`config.mk`:
```
export PLATFORM = sky130hd
export DESIGN_NAME = hazard_scoreboard_flat
export DESIGN_NICKNAME = d
export VERILOG_FILES = /design/src/rtl/hazard_scoreboard_if.sv /design/src/rtl/hazard_scoreboard.sv /design/src/flat_wrapper.sv
export SDC_FILE = /design/constraint.sdc
export NUM_CORES = 1
export LEC_CHECK = 0
export ABC_CLOCK_PERIOD_IN_PS = 3600
export BUFFER_PORTS_ARGS = -buffer_cell sky130_fd_sc_hd__buf_2
export CAP_MARGIN = 20
export CORE_MARGIN = 2
export CORE_UTILIZATION = 50
export DETAILED_ROUTE_END_ITERATION = 8
export HOLD_SLACK_MARGIN = 0.02
export PLACE_DENSITY = 0.7
export SLEW_MARGIN = 20
export SYNTH_ARGS = -nofsm -noshare
export SYNTH_HDL_FRONTEND = slang
export SYNTH_SLANG_ARGS = --single-unit
```
`constraint.sdc`:
```
create_clock -name clk -period 3.6 [get_ports clk]
set_input_delay 0.18 -clock clk [delete_from_list [all_inputs] [get_ports clk]]
set_output_delay 0.18 -clock clk [all_outputs]
set_load 0.01 [all_outputs]
```
`src/rtl/hazard_scoreboard_if.sv`:
```
// ---------------------------------------------------------------------------
// hazard_scoreboard_if
//   Bundles the signals between decode, the memory/writeback side and the
//   hazard scoreboard.
//
//   Handshake: decode offers an instruction with id_valid. stall is the
//   inverse of "ready" for that slot and depends on the same-cycle inputs.
//   ld_issue is the accept strobe for loads: it is high exactly when a load
//   is taken into the scoreboard. ld_done_valid is a one-cycle completion
//   pulse and has no back-pressure.
//
//   Decode/memory -> scoreboard:
//     id_valid, id_rs1, id_rs2, id_rs1_used, id_rs2_used, id_rd, id_wr_en,
//     id_is_load, flush, ld_done_valid, ld_done_rd
//   Scoreboard -> pipeline:
//     stall, ld_issue, outstanding, full, err_spurious
//   With HAZARD_SCOREBOARD_STATS_EN defined:
//     stats_clr (in), stall_cycles (out)
//
//   modport master : pipeline side (drives the inputs)
//   modport slave  : the scoreboard
// ---------------------------------------------------------------------------
interface hazard_scoreboard_if #(
    parameter int AW = 5,
    parameter int OW = 3
`ifdef HAZARD_SCOREBOARD_STATS_EN
    ,
    parameter int SW = 16
`endif
);
    logic          id_valid;
    logic [AW-1:0] id_rs1;
    logic [AW-1:0] id_rs2;
    logic          id_rs1_used;
    logic          id_rs2_used;
    logic [AW-1:0] id_rd;
    logic          id_wr_en;
    logic          id_is_load;
    logic          flush;
    logic          ld_done_valid;
    logic [AW-1:0] ld_done_rd;
    logic          stall;
    logic          ld_issue;
    logic [OW-1:0] outstanding;
    logic          full;
    logic          err_spurious;
`ifdef HAZARD_SCOREBOARD_STATS_EN
    logic          stats_clr;
    logic [SW-1:0] stall_cycles;
`endif

    modport master (
`ifdef HAZARD_SCOREBOARD_STATS_EN
        output stats_clr,
        input  stall_cycles,
`endif
        output id_valid, id_rs1, id_rs2, id_rs1_used, id_rs2_used, id_rd,
        output id_wr_en, id_is_load, flush, ld_done_valid, ld_done_rd,
        input  stall, ld_issue, outstanding, full, err_spurious
    );

    modport slave (
`ifdef HAZARD_SCOREBOARD_STATS_EN
        input  stats_clr,
        output stall_cycles,
`endif
        input  id_valid, id_rs1, id_rs2, id_rs1_used, id_rs2_used, id_rd,
        input  id_wr_en, id_is_load, flush, ld_done_valid, ld_done_rd,
        output stall, ld_issue, outstanding, full, err_spurious
    );
endinterface

```
`src/rtl/hazard_scoreboard.sv`:
```
// ---------------------------------------------------------------------------
// hazard_scoreboard
//   Per-register load scoreboard between decode and issue. Every load in
//   flight marks its destination pending; decode stalls on a RAW or WAW
//   hazard against a pending register, or when MAX_OUT loads are already
//   outstanding. Loads return from memory one per cycle in any order.
//
//   Ports:
//     clk    rising-edge clock
//     rst_n  asynchronous active-low reset
//     bus    hazard_scoreboard_if.slave (see the interface for the signals)
//
//   Optional build macro HAZARD_SCOREBOARD_STATS_EN adds a saturating count
//   of stalled cycles (bus.stall_cycles) with a synchronous clear
//   (bus.stats_clr). Without it there is no counter and no extra port.
// ---------------------------------------------------------------------------
module hazard_scoreboard #(
    parameter int NREG    = 32,
    parameter int AW      = 5,
    parameter int MAX_OUT = 4,
    parameter int OW      = 3
`ifdef HAZARD_SCOREBOARD_STATS_EN
    ,
    parameter int SW      = 16
`endif
) (
    input logic               clk,
    input logic               rst_n,
    hazard_scoreboard_if.slave bus
);

    // Bit 0 exists only so a register index can address the vector directly;
    // it is held at zero because x0 is never tracked.
    logic [NREG-1:0] pending_q, pending_d;
    logic [OW-1:0]   outstanding_q, outstanding_d;
    logic            err_q, err_d;

    logic full_w;
    logic raw1_w, raw2_w, waw_w, cap_w;
    logic stall_w, issue_w;

    // True for an index naming a tracked register (not x0, inside NREG).
    function automatic logic tracked(input logic [AW-1:0] idx);
        return (idx != '0) && (int'(idx) < NREG);
    endfunction

    // A pending register that returns in this very cycle is forwarded, so it
    // does not count as a hazard.
    function automatic logic hazard(input logic [NREG-1:0] pend,
                                    input logic            en,
                                    input logic [AW-1:0]   idx,
                                    input logic            done_v,
                                    input logic [AW-1:0]   done_rd);
        return en && tracked(idx) && pend[idx] && !(done_v && (done_rd == idx));
    endfunction

    always_comb begin
        full_w  = (outstanding_q == OW'(MAX_OUT));
        raw1_w  = hazard(pending_q, bus.id_rs1_used, bus.id_rs1,
                         bus.ld_done_valid, bus.ld_done_rd);
        raw2_w  = hazard(pending_q, bus.id_rs2_used, bus.id_rs2,
                         bus.ld_done_valid, bus.ld_done_rd);
        waw_w   = hazard(pending_q, bus.id_wr_en, bus.id_rd,
                         bus.ld_done_valid, bus.ld_done_rd);
        // A return in the same cycle frees a slot for the new load.
        cap_w   = bus.id_is_load && full_w && !bus.ld_done_valid;
        stall_w = bus.id_valid && !bus.flush && (raw1_w || raw2_w || waw_w || cap_w);
        issue_w = bus.id_valid && !bus.flush && !stall_w && bus.id_is_load;
    end

    always_comb begin
        pending_d     = pending_q;
        outstanding_d = outstanding_q;
        err_d         = err_q;

        // Clear first so a set on the same index wins.
        if (bus.ld_done_valid && tracked(bus.ld_done_rd)) begin
            pending_d[bus.ld_done_rd] = 1'b0;
        end
        if (issue_w && tracked(bus.id_rd)) begin
            pending_d[bus.id_rd] = 1'b1;
        end
        pending_d[0] = 1'b0;

        // A return with nothing in flight is an error and leaves the count
        // at zero; it is flagged even when a load issues in the same cycle.
        if (bus.ld_done_valid && (outstanding_q == '0)) begin
            err_d = 1'b1;
        end
        if (issue_w && !bus.ld_done_valid) begin
            outstanding_d = outstanding_q + OW'(1);
        end else if (!issue_w && bus.ld_done_valid && (outstanding_q != '0)) begin
            outstanding_d = outstanding_q - OW'(1);
        end
    end

    always_ff @(posedge clk or negedge rst_n) begin
        if (!rst_n) begin
            pending_q     <= '0;
            outstanding_q <= '0;
            err_q         <= 1'b0;
        end else begin
            pending_q     <= pending_d;
            outstanding_q <= outstanding_d;
            err_q         <= err_d;
        end
    end

    assign bus.stall        = stall_w;
    assign bus.ld_issue     = issue_w;
    assign bus.outstanding  = outstanding_q;
    assign bus.full         = full_w;
    assign bus.err_spurious = err_q;

`ifdef HAZARD_SCOREBOARD_STATS_EN
    logic [SW-1:0] stall_cnt_q, stall_cnt_d;

    // Saturating count of stalled cycles; clear has priority.
    always_comb begin
        stall_cnt_d = stall_cnt_q;
        if (bus.stats_clr) begin
            stall_cnt_d = '0;
        end else if (stall_w && (stall_cnt_q != '1)) begin
            stall_cnt_d = stall_cnt_q + SW'(1);
        end
    end

    always_ff @(posedge clk or negedge rst_n) begin
        if (!rst_n) begin
            stall_cnt_q <= '0;
        end else begin
            stall_cnt_q <= stall_cnt_d;
        end
    end

    assign bus.stall_cycles = stall_cnt_q;
`endif

endmodule

```
`src/flat_wrapper.sv`:
```
// flat-port wrapper written by rule: the top's interface ports become plain ports
module hazard_scoreboard_flat 
#(
    parameter int NREG    = 32,
    parameter int AW      = 5,
    parameter int MAX_OUT = 4,
    parameter int OW      = 3

)
  (clk, rst_n, bus_id_valid, bus_id_rs1, bus_id_rs2, bus_id_rs1_used, bus_id_rs2_used, bus_id_rd, bus_id_wr_en, bus_id_is_load, bus_flush, bus_ld_done_valid, bus_ld_done_rd, bus_stall, bus_ld_issue, bus_outstanding, bus_full, bus_err_spurious);
  hazard_scoreboard_if #(.AW(AW), .OW(OW)) bus_i ();
  input logic clk;
  input logic rst_n;
  input wire logic [$bits(bus_i.id_valid)-1:0] bus_id_valid;
  input wire logic [$bits(bus_i.id_rs1)-1:0] bus_id_rs1;
  input wire logic [$bits(bus_i.id_rs2)-1:0] bus_id_rs2;
  input wire logic [$bits(bus_i.id_rs1_used)-1:0] bus_id_rs1_used;
  input wire logic [$bits(bus_i.id_rs2_used)-1:0] bus_id_rs2_used;
  input wire logic [$bits(bus_i.id_rd)-1:0] bus_id_rd;
  input wire logic [$bits(bus_i.id_wr_en)-1:0] bus_id_wr_en;
  input wire logic [$bits(bus_i.id_is_load)-1:0] bus_id_is_load;
  input wire logic [$bits(bus_i.flush)-1:0] bus_flush;
  input wire logic [$bits(bus_i.ld_done_valid)-1:0] bus_ld_done_valid;
  input wire logic [$bits(bus_i.ld_done_rd)-1:0] bus_ld_done_rd;
  output wire logic [$bits(bus_i.stall)-1:0] bus_stall;
  output wire logic [$bits(bus_i.ld_issue)-1:0] bus_ld_issue;
  output wire logic [$bits(bus_i.outstanding)-1:0] bus_outstanding;
  output wire logic [$bits(bus_i.full)-1:0] bus_full;
  output wire logic [$bits(bus_i.err_spurious)-1:0] bus_err_spurious;
  assign bus_i.id_valid = bus_id_valid;
  assign bus_i.id_rs1 = bus_id_rs1;
  assign bus_i.id_rs2 = bus_id_rs2;
  assign bus_i.id_rs1_used = bus_id_rs1_used;
  assign bus_i.id_rs2_used = bus_id_rs2_used;
  assign bus_i.id_rd = bus_id_rd;
  assign bus_i.id_wr_en = bus_id_wr_en;
  assign bus_i.id_is_load = bus_id_is_load;
  assign bus_i.flush = bus_flush;
  assign bus_i.ld_done_valid = bus_ld_done_valid;
  assign bus_i.ld_done_rd = bus_ld_done_rd;
  assign bus_stall = bus_i.stall;
  assign bus_ld_issue = bus_i.ld_issue;
  assign bus_outstanding = bus_i.outstanding;
  assign bus_full = bus_i.full;
  assign bus_err_spurious = bus_i.err_spurious;
  hazard_scoreboard #(.NREG(NREG), .AW(AW), .MAX_OUT(MAX_OUT), .OW(OW)) u_core (.clk(clk), .rst_n(rst_n), .bus(bus_i));
endmodule
```
==> results.tsv <==
metric	value	unit
yosys.area.top_type_share	0.305	
first_pass_iters	5	
hpwl	5990	um
slowest_delay	0.51	ns
multiInputGateArea	1790	um^2
diodes	0	
io_pins	36	
fp.coreArea	5540	um^2
final_antenna_net_count	0	
synth_area_leaders	dfrtp_1 31%, mux4_2 10%, mux2i_1 8.7%	
clock-root-buffer	clkbuf_8	
crit_buf_inv	1	
clock-sinks	35	
drtIter0Drc	347	
wl_per_cell	22.5	um
final_hold_viol_count	0	
syn_inst	278	
fmax	299	MHz
gr-total-overflow	0	
synth.cell_area	2870	um^2
p_leak	0.00131	uW
fillCellCount	506	
wl_met2	3870	um
numPortBuffers	35	
tightestPinTransition	0.814	ns
clk_latency	0.29	ns
seqCellArea	876	um^2
die_w	79.8	um
crit_family	simple AND/OR/NAND/NOR gates	
syn_nets	308	
rsz0062_at_grt	false	
cts_tree	done	
vias_per_cell	6.84	
path_clk_slew	0.08	ns
synth_flop_cell	dfrtp_1	
status	complete, no violations	
vdd_ir_drop_max	0.185	mV
cp-end-kind	register	
cp_slowest_cell	or4_1	
grt_use_total	0.277	
nNetsFinal	332	
setup-tns-final	0	ns
synth_top_cell_by_area	dfrtp_1	
gp_congestion	0.877	
cts_made_buffers	5	
die-area	6360	um^2
max-clock-path-buffers	2	
grt_pass1_wl	13200	um
met1Wirelength	3670	um
required	3.77	ns
start_util	0.518	
cts_setup_buffers	0	
utilization	0.562	
worstPathMaxFanout	8	
antenna_found_initial	0	
avgSynthCellArea	10.3	um^2
grt_pass1_vias	2382	
crit_type	reg -> reg	
fin_hold_ws	0.304	ns
crit_top_cell	mux2_4	
top_layer	met4	
cp_data_arrival_time	3.51	ns
met3_length	731	um
cap_viol_max_count	0	
ys_ff_latch	35	
clock_skew	0.00853	ns
power_density	417	nW/um^2
critPathLaunchType	register	
num_rows	27	
min_path_type	in -> reg	
grt_max_degree	36	
die_h	79.8	um
ys_warn_count	0	
slew_viol_final	0	
h-tree-depth	2	
yosysSeqAreaShare	0.305	
synth_edf_count	0	
routed_wl	8410	um
syn2layout_area_growth	8.45	%
final.period_utilization	0.928	
num_vias	2558	
synth_cell_types	60	
async_reset_ff_frac	1.00	
drive_gt1_frac	0.248	
crit_chain	mux2_4, and3_1, or4_1, o211a_1, a31oi_4, nand3_4, inv_8, nand2_1, fa_1, mux2_4, a221o_1	
finalSetupViolations	0	
min_period	3.34	ns
drc	0	
timing.slew.headroom	0.457	
Yosys cell counts (all sizes together) (2+ instances only):
library cell / instances
mux4: 13
mux2: 3
clkbuf: 11
nand2: 12
dfrtp: 35
nand4: 2
inv: 8
o22ai: 4
xnor2: 4
nor4: 3
a31oi: 3
nand3: 8
o21ai: 49
nor2b: 3
nor2: 7
xor2: 12
or3: 2
o41ai: 10
o31ai: 9
o31a: 2
mux2i: 25
a311oi: 2
and3: 2
nand3b: 11
buf: 11
or4: 3
or3b: 5
worst reg2reg max path, cell delays in order, from the launching register on:
cell and delay [ns]:
dfrtp_1 0.43, mux2_4 0.28, and3_1 0.15, or4_1 0.51
o211a_1 0.26, a31oi_4 0.22, nand3_4 0.13, inv_8 0.12
nand2_1 0.08, fa_1 0.48, mux2_4 0.27, a221o_1 0.29
logic make-up after synthesis:
group,after synthesis,share of synthesized area
fa+ha+maj,1,0.00697
simple gates,63,0.143
compound gates,91,0.221
buf+inv,31,0.0719
flops,35,0.305
xor+xnor,16,0.0488
mux,41,0.203
sequential cells by signal, indices dropped and copies added (netlist names):
name	count
u_core.bus.err_spurious	1
u_core.bus.outstanding	3
u_core.pending_q	31
final timing paths:
check / from / endpoint / slack, ns / depth (start not counted)
max: u_core.pending_q[2]$_DFF_PN0_ / u_core.bus.outstanding[1]$_DFFE_PN0P_ / 0.26 / 11
min: bus_flush / u_core.bus.outstanding[2]$_DFFE_PN0P_ / 0.30 / 4
max reg2reg: u_core.pending_q[2]$_DFF_PN0_ / u_core.bus.outstanding[1]$_DFFE_PN0P_ / 0.26 / 11
min reg2reg: u_core.bus.err_spurious$_DFFE_PN0P_ / u_core.bus.err_spurious$_DFFE_PN0P_ / 0.47 / 1
max in group asynchronous: rst_n / u_core.pending_q[25]$_DFF_PN0_ / 2.56 / 2
min in group asynchronous: rst_n / u_core.pending_q[5]$_DFF_PN0_ / 0.52 / 2
layer usage:
metal / up-vias / global-route usage
li1: 1122 / -
met1: 1276 / 0.407
met2: 147 / 0.424
met3: 13 / 0.0520
met4: 0 / 0.0644
met5: - / 0
metrics by stage:
stage	instance area, um^2	setup WS (ns)	total power, uW	instances
final	3110	0.259	1300	374
after global placement	3000	0.303	939	366
after global routing	3110	0.141	1360	374
after floorplan	2870	0.355	820	278
after detailed placement	3000	0.274	952	366
after CTS	3110	0.273	1300	374
power breakdown:
group          internal (uW)  switching, uW  total, uW
Sequential               452           90.3        542
Clock                    202            145        347
Combinational            199            210        409
area by class of cell:
class / instances / area share
repair buffers: 40 / 0.0691
clock inverters: 2 / 0.0121
clock buffers: 5 / 0.0221
inverters: 8 / 0.0121
multi-input cells: 212 / 0.575
flip-flops and latches: 35 / 0.281
well taps: 72 / 0.0289
cell usage in the layout, fill, tap and decap left out, drive strengths merged, types with 2 or more instances in the layout:
cell    instances
o21ai          49
buf            39
dfrtp          35
mux2i          25
mux4           13
nand2          12
xor2           12
nand3b         11
o41ai          10
o31ai           9
inv             8
nand3           8
nor2            7
clkbuf          5
or3b            5
xnor2           4
o22ai           4
nor4            3
or4             3
nor2b           3
a31oi           3
mux2            3
nand4           2
a311oi          2
or3             2
and3            2
o31a            2
timing repair:
action / 4_1_cts / 5_1_grt
hold buffers: 1 / 0
resized for setup: 0 / 0
endpoints found under the hold margin: 35 / 0
Power figures use the tool's default switching activity.
